==> src/rtl/instr_fetch_queue.sv <==
// Instruction fetch front end: fetches words from memory into a small FIFO
// and presents each to decode one cycle ahead of a single-cycle decodePulse.
module instr_fetch_queue #(
    parameter int          DEPTH    = 4,
    parameter logic [31:0] RESET_PC = 32'h0
) (
    input  logic        clock,
    input  logic        reset,
    output logic        memReq,
    output logic [31:0] memAddr,
    input  logic        memReady,
    input  logic [31:0] memData,
    input  logic        redirectValid,
    input  logic [31:0] redirectPc,
    input  logic        issueReady,
    output logic [31:0] instr,
    output logic [31:0] pcNumber,
    output logic        available,
    output logic        decodePulse
);

    localparam int AW = $clog2(DEPTH);
    localparam logic [AW+1:0] DEPTH_W = (AW + 2)'(DEPTH);

    typedef enum logic [1:0] {F_IDLE, F_WAIT, F_DROP} fstate_t;
    typedef enum logic [1:0] {O_IDLE, O_SETUP, O_PULSE} ostate_t;

    fstate_t     fstate_q, fstate_d;
    ostate_t     ostate_q, ostate_d;
    logic [31:0] fetch_pc_q, fetch_pc_d;
    logic        mem_req_q, mem_req_d;
    logic [31:0] mem_addr_q, mem_addr_d;
    logic [AW:0] wptr_q, wptr_d;
    logic [AW:0] rptr_q, rptr_d;
    logic [31:0] instr_q, instr_d;
    logic [31:0] pc_q, pc_d;
    logic        avail_q, avail_d;
    logic        pulse_q, pulse_d;

    logic [31:0] fifo_instr_q [DEPTH];
    logic [31:0] fifo_pc_q    [DEPTH];

    logic          push, pop;
    logic          fifo_empty, fifo_full;
    logic [AW:0]   fifo_cnt;
    logic [AW+1:0] occ;
    logic          can_fetch;

    assign fifo_empty = (wptr_q == rptr_q);
    assign fifo_full  = (wptr_q[AW] != rptr_q[AW]) &&
                        (wptr_q[AW-1:0] == rptr_q[AW-1:0]);
    assign fifo_cnt   = wptr_q - rptr_q;
    // The presented instruction still occupies a slot until it is retired.
    assign occ        = {1'b0, fifo_cnt} + {{(AW + 1){1'b0}}, avail_q};
    assign can_fetch  = (occ < DEPTH_W);

    always_comb begin
        fstate_d   = fstate_q;
        fetch_pc_d = fetch_pc_q;
        mem_req_d  = mem_req_q;
        mem_addr_d = mem_addr_q;
        push       = 1'b0;
        unique case (fstate_q)
            F_IDLE: begin
                if (redirectValid) begin
                    fetch_pc_d = redirectPc;
                end else if (can_fetch) begin
                    mem_req_d  = 1'b1;
                    mem_addr_d = {fetch_pc_q[29:0], 2'b00};
                    fstate_d   = F_WAIT;
                end
            end
            F_WAIT: begin
                if (memReady) begin
                    mem_req_d = 1'b0;
                    fstate_d  = F_IDLE;
                    if (redirectValid) begin
                        fetch_pc_d = redirectPc;
                    end else begin
                        push       = !fifo_full;
                        fetch_pc_d = fetch_pc_q + 32'd1;
                    end
                end else if (redirectValid) begin
                    fetch_pc_d = redirectPc;
                    fstate_d   = F_DROP;
                end
            end
            F_DROP: begin
                if (redirectValid) fetch_pc_d = redirectPc;
                if (memReady) begin
                    mem_req_d = 1'b0;
                    fstate_d  = F_IDLE;
                end
            end
            default: fstate_d = F_IDLE;
        endcase
    end

    always_comb begin
        ostate_d = ostate_q;
        instr_d  = instr_q;
        pc_d     = pc_q;
        avail_d  = avail_q;
        pulse_d  = pulse_q;
        pop      = 1'b0;
        if (redirectValid) begin
            ostate_d = O_IDLE;
            avail_d  = 1'b0;
            pulse_d  = 1'b0;
        end else begin
            unique case (ostate_q)
                O_IDLE: begin
                    if (!fifo_empty) begin
                        pop      = 1'b1;
                        instr_d  = fifo_instr_q[rptr_q[AW-1:0]];
                        pc_d     = fifo_pc_q[rptr_q[AW-1:0]];
                        avail_d  = 1'b1;
                        ostate_d = O_SETUP;
                    end
                end
                O_SETUP: begin
                    if (issueReady) begin
                        pulse_d  = 1'b1;
                        ostate_d = O_PULSE;
                    end
                end
                O_PULSE: begin
                    pulse_d = 1'b0;
                    if (!fifo_empty) begin
                        pop      = 1'b1;
                        instr_d  = fifo_instr_q[rptr_q[AW-1:0]];
                        pc_d     = fifo_pc_q[rptr_q[AW-1:0]];
                        ostate_d = O_SETUP;
                    end else begin
                        avail_d  = 1'b0;
                        ostate_d = O_IDLE;
                    end
                end
                default: ostate_d = O_IDLE;
            endcase
        end
    end

    always_comb begin
        if (redirectValid) begin
            wptr_d = '0;
            rptr_d = '0;
        end else begin
            wptr_d = wptr_q + {{AW{1'b0}}, push};
            rptr_d = rptr_q + {{AW{1'b0}}, pop};
        end
    end

    always_ff @(posedge clock or posedge reset) begin
        if (reset) begin
            fstate_q   <= F_IDLE;
            ostate_q   <= O_IDLE;
            fetch_pc_q <= RESET_PC;
            mem_req_q  <= 1'b0;
            mem_addr_q <= '0;
            wptr_q     <= '0;
            rptr_q     <= '0;
            instr_q    <= '0;
            pc_q       <= '0;
            avail_q    <= 1'b0;
            pulse_q    <= 1'b0;
        end else begin
            fstate_q   <= fstate_d;
            ostate_q   <= ostate_d;
            fetch_pc_q <= fetch_pc_d;
            mem_req_q  <= mem_req_d;
            mem_addr_q <= mem_addr_d;
            wptr_q     <= wptr_d;
            rptr_q     <= rptr_d;
            instr_q    <= instr_d;
            pc_q       <= pc_d;
            avail_q    <= avail_d;
            pulse_q    <= pulse_d;
        end
    end

    always_ff @(posedge clock) begin
        if (push) begin
            fifo_instr_q[wptr_q[AW-1:0]] <= memData;
            fifo_pc_q[wptr_q[AW-1:0]]    <= fetch_pc_q;
        end
    end

    assign memReq      = mem_req_q;
    assign memAddr     = mem_addr_q;
    assign instr       = instr_q;
    assign pcNumber    = pc_q;
    assign available   = avail_q;
    assign decodePulse = pulse_q;

endmodule

==> config.mk <==
export PLATFORM = sky130hd
export DESIGN_NAME = instr_fetch_queue
export DESIGN_NICKNAME = d
export VERILOG_FILES = /design/src/rtl/instr_fetch_queue.sv
export SDC_FILE = /design/constraint.sdc
export NUM_CORES = 1
export LEC_CHECK = 0
export CORE_MARGIN = 1
export CORE_UTILIZATION = 35
export DETAILED_ROUTE_END_ITERATION = 7
export PLACE_DENSITY_LB_ADDON = 0.05
export SYNTH_ARGS = -nofsm -noshare
export SYNTH_HDL_FRONTEND = slang
export SYNTH_SLANG_ARGS = --single-unit
==> constraint.sdc <==
create_clock -name clock -period 7.2 [get_ports clock]
set_input_delay 1.8 -clock clock [delete_from_list [all_inputs] [get_ports clock]]
set_output_delay 1.8 -clock clock [all_outputs]
set_load 0.005 [all_outputs]
==> results of run 1 <==
## registers in the layout, indices dropped and copies added, names as in the netlist
signal	count
fifo_instr_q	128
fifo_pc_q	128
fetch_pc_q	32
instr	32
pcNumber	32
memAddr	30
rptr_q	3
wptr_q	3
fstate_q	2
ostate_q	2
available	1
decodePulse	1
memReq	1
## per-stage QoR
step           hold slack (ns)  util, %
3_5_place_dp             0.492     40.8
6_report                 0.502     44.1
2_1_floorplan            0.474        -
4_1_cts                  0.505     44.1
5_1_grt                  0.513     44.1
3_3_place_gp             0.488     40.8
## worst max-delay path by stage
| stage | to | slack (ns) | cells past startpoint | from |
|---|---|---|---|---|
| 5_1_grt | fetch_pc_q[21] | 3.13 | 6 | memReady |
| 3_5_place_dp | fifo_pc_q[3][31] | 2.72 | 7 | redirectValid |
| 2_1_floorplan | fifo_instr_q[0][0] | 0.03 | 4 | redirectValid |
| 4_1_cts | fifo_pc_q[3][13] | 3.32 | 7 | redirectValid |
| 6_report | fetch_pc_q[15] | 3.30 | 6 | memReady |
| 3_3_place_gp | fifo_instr_q[2][23] | 2.77 | 7 | redirectValid |
## placed cells by master (no fill, tap or decap), drive strengths merged, types with 7 or more instances in the layout
| master | n |
|---|---|
| a21oi | 26 |
| and3 | 9 |
| buf | 17 |
| clkbuf | 65 |
| clkdlybuf4s50 | 164 |
| clkinv | 16 |
| dfrtp | 139 |
| edfxtp | 256 |
| ha | 11 |
| inv | 23 |
| mux2 | 98 |
| mux4 | 64 |
| nand2 | 30 |
| nand3 | 15 |
| nand4 | 17 |
| nor2 | 28 |
| nor2b | 8 |
| nor3 | 9 |
| o21ai | 17 |
| o22a | 7 |
| o22ai | 7 |
## worst register-to-register path, delay by kind of cell (launching register included)
family,cells,cell delay [ns]
adders and majority gates,2,0.63
buffers and inverters,2,0.47
AOI/OAI and AO/OA,1,0.45
DFF,1,0.77
muxes,1,0.36
xor gates and xnor gates,1,0.15
and+or+nand+nor,1,0.36
## logic make-up after synthesis
kind of cell,Yosys count
multiplexers,164
buffers and inverters,68
flip-flops,395
AO/OA/AOI/OAI,93
XOR/XNOR,4
other,1
AND/OR/NAND/NOR,141
adder cells (fa/ha/maj),12
## per-layer routing
| metal | GRT usage [%] | routed length (um) | part of all wire (%) | vias to the layer above |
|---|---|---|---|---|
| met2 | 26.9 | 17900 | 47 | 202 |
| li1 | - | - | - | 3832 |
| met3 | 3.45 | 1550 | 4.1 | 54 |
| met1 | 23.9 | 17500 | 46 | 4432 |
| met4 | 4.53 | 749 | 2.0 | 0 |
| met5 | 0 | 0 | 0 | - |
## power by group
| part | internal (W) | switching (W) |
|---|---|---|
| sequential | 0.00284 | 0.000326 |
| combinational | 0.00104 | 0.000611 |
| clock | 0.00132 | 0.000894 |
## final cells by class
cell class,instances,share of cell area [%]
well taps,592,3.80
inverters,23,0.469
clock inverters,18,0.700
repair buffers,181,9.07
clock buffers,65,6.64
multi-input cells,416,22.0
flip-flops and latches,395,57.4
==> metrics.md, run 1 <==
| Metric | Value |
|---|---|
| Vias | `8520` |
| Top-area cell type share of the netlist area | `48.9%` |
| DR vias/cell | `5.04` |
| Leading area contributor after synthesis | `edfxtp_1` |
| Tot GR Track Use | `17.0%` |
| Clk_skew | `0.0137 ns` |
| Adder-cell share of the synthesized area | `1.00%` |
| Wire per inst | `22.3 um` |
| Die area | `45800 sq um` |
| Pwr dens | `361 nW/um^2` |
| Critical Path RT | `7.65 ns` |
| Fillers | `3902` |
| CP Max Fanout | `13` |
| Post-CTS Hold Buffers | `0` |
| FP Rows | `77` |
| Post-synthesis cell count | `878` |
| Setup bufs post-CTS | `0` |
| Hold path start | `instr[17]` |
| Setup violators final | `0` |
| CP delay by family, top | `simple AND/OR/NAND/NOR gates` |
| Flop2flop setup slack | `3.89 ns` |
| Final Max Slew Viols | `0` |
| Main combinational cell family by area after synthesis | `multiplexers` |
| WL final | `37.7 mm` |
| Mux share of post-synthesis cell area | `17.0%` |
| Reg area | `11200 sq um` |
| Synth Area in Simple Gates | `4.77%` |
| Crit end category | `flop` |
| Startpoint Class | `input pin` |
| Count leader, synth | `edfxtp_1` |
| Global route total overflow | `0` |
| I/O Pins | `168` |
| Clock latency on the worst-skew pair | `0.56 ns` |
| Post-route ant nets | `0` |
| Maximum root-to-sink buffer count | `3` |
| Htree depth | `2` |
| Routability cong. | `0.761` |
| First-pass GRT wire length | `58.6 mm` |
| Post-route setup slack | `3.30 ns` |
| Worst Path Buf+Inv | `1` |
| Multi-input logic area | `4280 sq um` |
| Synth cell count leaders | `edfxtp_1, dfrtp_1, mux2_2` |
| Non-filler cells, final | `1690` |
| Clock root buffer | `clkbuf_16` |
| Final Hold Fails | `0` |
| # diodes | `0` |
| Max Cap Viol | `0` |
| Total core area | `44200 sq um` |
| Reg2reg start | `rptr_q[0]` |
| Remaining routing DRC violations | `0` |
| Synth area leaders | `edfxtp_1, dfrtp_1, mux4_2, mux2_2, mux2_4` |
| Clock transition at path regs | `0.06 ns` |
| Initial antenna violation count | `0` |
| Outcome | `complete, no violations` |
| Synth cell types | `61` |
| Slew @ Worst Pin | `1.01 ns` |
| TritonRoute pass-1 iters | `7` |
| Largest net degree at the start of global routing | `62` |
| Post-cts sizing count | `0` |
| Peak Freq | `256 MHz` |
| Area after DPL | `18100 sq um` |
| Post-DP HPWL | `22.4 mm` |
| Worst-path cell chain | `clkdlybuf4s50_1 -> or3b_1 -> nor2_1 -> nand4_1 -> mux2_2 -> o22a_1` |
| Depth of the most critical reg-to-reg path | `8` |
| Hold path cells | `1` |
| # clock sinks | `395` |
| Reg-to-reg endpoint | `memAddr[17]` |
| Min Tclk post-route | `3.90 ns` |
| Post-Syn Area | `15700 sq um` |
| Area growth syn-to-layout | `23.9%` |
| Setup WS pre-CTS | `2.72 ns` |
| Die height | `214 um` |
| Crit path largest cell delay | `0.80 ns` |
| Leakage | `6.95 nW` |
| Synth Area per Inst | `17.9 sq um` |
| Ys async rst share | `35.2%` |
| Peak VDD IR | `0.000207 V` |
| Setup TNS | `0 ns` |
| Layout cells sized above 1 | `23.5%` |
| Min-Delay Path Class | `flop to flop` |
| Synth Area in XOR/XNOR | `0.271%` |
| CP max-delay cell | `nor2_1` |
| Final-stage net count | `1143` |
| Critical path arrival | `4.35 ns` |
| Synth Area in Compound Gates | `3.95%` |
| Final Instance Area | `19500 sq um` |
| RSZ-0062 raised after global routing | `false` |
| CTS tree | `done` |
| Ys flop type | `edfxtp_1` |
| Die width | `214 um` |
| Sequential element share of the synthesized area | `71.0%` |
| Final period util | `54.2%` |
| # port buffers | `165` |
| Syn. warnings | `0` |
| CTS Buf Count | `45` |
| Post-synth EDFFs | `256` |
| Initial DRC count | `530` |
| Yosys reg bits | `395` |
| Pwr Total | `0.00703 W` |
| Dpl cells | `1607` |
| Hold Path Sink | `instr[17]` |
| Relative slew slack | `32.2%` |
| Worst setup path category | `input pin to flop` |
| Starting Density | `35.6%` |
| Vias in the first global route | `9083` |
Power figures use the tool's default switching activity.
==> run 2, diff against run 1 <==
==> constraint.sdc (replaced) <==
create_clock -name clock -period 3.2 [get_ports clock]
set_input_delay 0.8 -clock clock [delete_from_list [all_inputs] [get_ports clock]]
set_output_delay 0.8 -clock clock [all_outputs]
set_load 0.005 [all_outputs]
==> run 2 against run 1 <==
Effect of this change: via count rose by 1.1%; worst hold slack got worse by 0.0011 ns; count of clock-buffer cells in the layout rose by 5; register-to-register slack lost 3.3 ns; non-clock buffer count up 23; total power grew 130%; clock skew is 0.0042 ns lower.
==> metrics.md, run 2 (same netlist as run 1, synthesis figures left out) <==
| Metric | Value |
|---|---|
| Outcome | `complete, no violations` |
| Critical Path Source | `wptr_q[0]` |
| Startpoint Class | `flop` |
| CP max-delay cell | `dfrtp_1` |
| Max Cap Viol | `0 (unchanged)` |
| Crit end category | `flop` |
| Wire per inst | `22.0 um (-1.7%)` |
| Initial antenna violation count | `0 (unchanged)` |
| Setup violators final | `0 (unchanged)` |
| Post-cts sizing count | `0 (unchanged)` |
| Post-CTS Hold Buffers | `0 (unchanged)` |
| # diodes | `0 (unchanged)` |
| Clk_skew | `0.00947 ns (-0.00425 ns)` |
| Clock transition at path regs | `0.05 ns (about the same)` |
| Fillers | `3874 (-0.72%)` |
| DR vias/cell | `5.03 (-0.30%)` |
| Worst setup path category | `flop to flop` |
| Util after Layout | `45.1% (+1.0 points)` |
| Starting Density | `35.6% (unchanged)` |
| Total core area | `44200 sq um (unchanged)` |
| Area growth syn-to-layout | `26.8%` |
| Remaining routing DRC violations | `0 (unchanged)` |
| First-pass GRT wire length | `58.4 mm (-0.37%)` |
| M1 wire length | `17.7 mm (+0.93%)` |
| Multi-input logic area | `4320 sq um (+0.88%)` |
| Final Hold Fails | `0 (unchanged)` |
| Slew @ Worst Pin | `0.777 ns (-0.236 ns)` |
| Critical Path RT | `3.64 ns (-4.01 ns)` |
| Relative slew slack | `48.2% (+16 points)` |
| Setup WS pre-CTS | `0.272 ns (-2.45 ns)` |
| Crit path to | `memAddr[21]` |
| Depth of the most critical reg-to-reg path | `10 (+2)` |
| TritonRoute pass-1 iters | `4 (-3)` |
| Post-DP HPWL | `23.6 mm (+5.2%)` |
| Final-stage net count | `1166 (+2.0%)` |
| Leakage | `7.13 nW (+2.6%)` |
| # port buffers | `165 (unchanged)` |
| Peak Freq | `383 MHz` |
| RSZ-0062 raised after global routing | `false` |
| Worst-path cell chain | `inv_1 -> ha_1 -> inv_1 -> fa_1 -> xnor2_1 -> a311oi_2 -> buf_4 -> nand2_2 -> buf_4 -> mux2_4` |
| Setup TNS | `0 ns (unchanged)` |
| Post-route setup slack | `0.592 ns (-2.70 ns)` |
| Worst Path Buf+Inv | `4 (+3)` |
| FP Rows | `77 (unchanged)` |
| CTS tree | `done` |
| Die height | `214 um (unchanged)` |
| Maximum root-to-sink buffer count | `3 (unchanged)` |
| Clock root buffer | `clkbuf_16` |
| Clock latency on the worst-skew pair | `0.56 ns (about the same)` |
| Htree depth | `2 (unchanged)` |
| Fin Hold WS | `0.500 ns (-0.00111 ns)` |
| # clock sinks | `395 (unchanged)` |
| WL final | `37.6 mm (-0.28%)` |
| Vias in the first global route | `9141 (+0.64%)` |
| Pwr Total | `0.0160 W (+130%)` |
| Pwr dens | `802 nW/um^2 (+120%)` |
| I/O Pins | `168 (unchanged)` |
| Reg area | `11200 sq um (unchanged)` |
| Min Tclk post-route | `2.61 ns` |
| Tot GR Track Use | `16.9% (-0.084 points)` |
| Peak VDD IR | `0.000353 V (+70%)` |
| Vias | `8615 (+1.1%)` |
| Flop2flop setup slack | `0.59 ns (-3.30 ns)` |
| Initial DRC count | `484 (-8.7%)` |
| CP delay by family, top | `buffers and inverters` |
| Crit path largest cell delay | `0.43 ns (-0.37 ns)` |
| Critical path arrival | `3.05 ns (-1.30 ns)` |
| Final period util | `81.5%` |
| Routability cong. | `0.758 (-0.32%)` |
| Die width | `214 um (unchanged)` |
| Reg-to-reg endpoint | `memAddr[21]` |
| Critical path depth | `10 (+4)` |
| Metal2 WL | `17.7 mm (-1.0%)` |
| Commonest cells after routing, fill and taps aside | `edfxtp_1, clkdlybuf4s50_1, dfrtp_1` |
| CP Max Fanout | `20 (+7)` |
| Wire length on met3 | `1.60 mm (+3.2%)` |
| CTS Buf Count | `45 (unchanged)` |
| Die area | `45800 sq um (unchanged)` |
| Min-Delay Path Class | `flop to flop` |
| Setup bufs post-CTS | `0 (unchanged)` |
| Most common cell after layout, fill and taps aside | `edfxtp_1` |
| Post-route ant nets | `0 (unchanged)` |
| Largest net degree at the start of global routing | `66 (+6.5%)` |
| Final Max Slew Viols | `0 (unchanged)` |
| Reg2reg start | `wptr_q[0]` |
| Highest routed metal layer | `met4` |
| Global route total overflow | `0 (unchanged)` |
| Layout cells sized above 1 | `25.2% (+1.7 points)` |
| Hold path cells | `1 (unchanged)` |
run 2: through the flow:
stage | cell area [sq um] | cells
2_1_floorplan | 15800 | 879
3_3_place_gp | 18500 | 1630
3_5_place_dp | 18500 | 1630
4_1_cts | 19900 | 1714
5_1_grt | 19900 | 1714
6_report | 19900 | 1714
run 2: area by class of cell:
type                       count  area share [%]
sequential                   395            56.0
clock inverter                14           0.741
timing repair buffer         204            10.8
clock buffer                  70            6.58
tap                          592            3.72
inverter                      23           0.464
multi-input combinational    416            21.7
run 2: power by group:
part	internal [W]	switching [W]
clock	0.00306	0.00199
combinational	0.00242	0.00145
sequential	0.00640	0.000674
total	0.0119	0.00412
run 2: worst min-delay path by stage:
stage,start,end,slack (ns)
finish,pcNumber[29],pcNumber[29],0.50
global route,instr[8],instr[8],0.52
CTS,pcNumber[29],pcNumber[29],0.51
detailed placement,pcNumber[29],pcNumber[29],0.49
global placement,pcNumber[4],pcNumber[4],0.49
floorplan,fetch_pc_q[19],fifo_pc_q[0][19],0.47
run 2: per-layer routing:
layer  track usage, %  vias up
met5                0        -
met4             4.39        0
met3             3.57       47
met2             26.9      194
met1             23.6     4494
li1                 -     3880
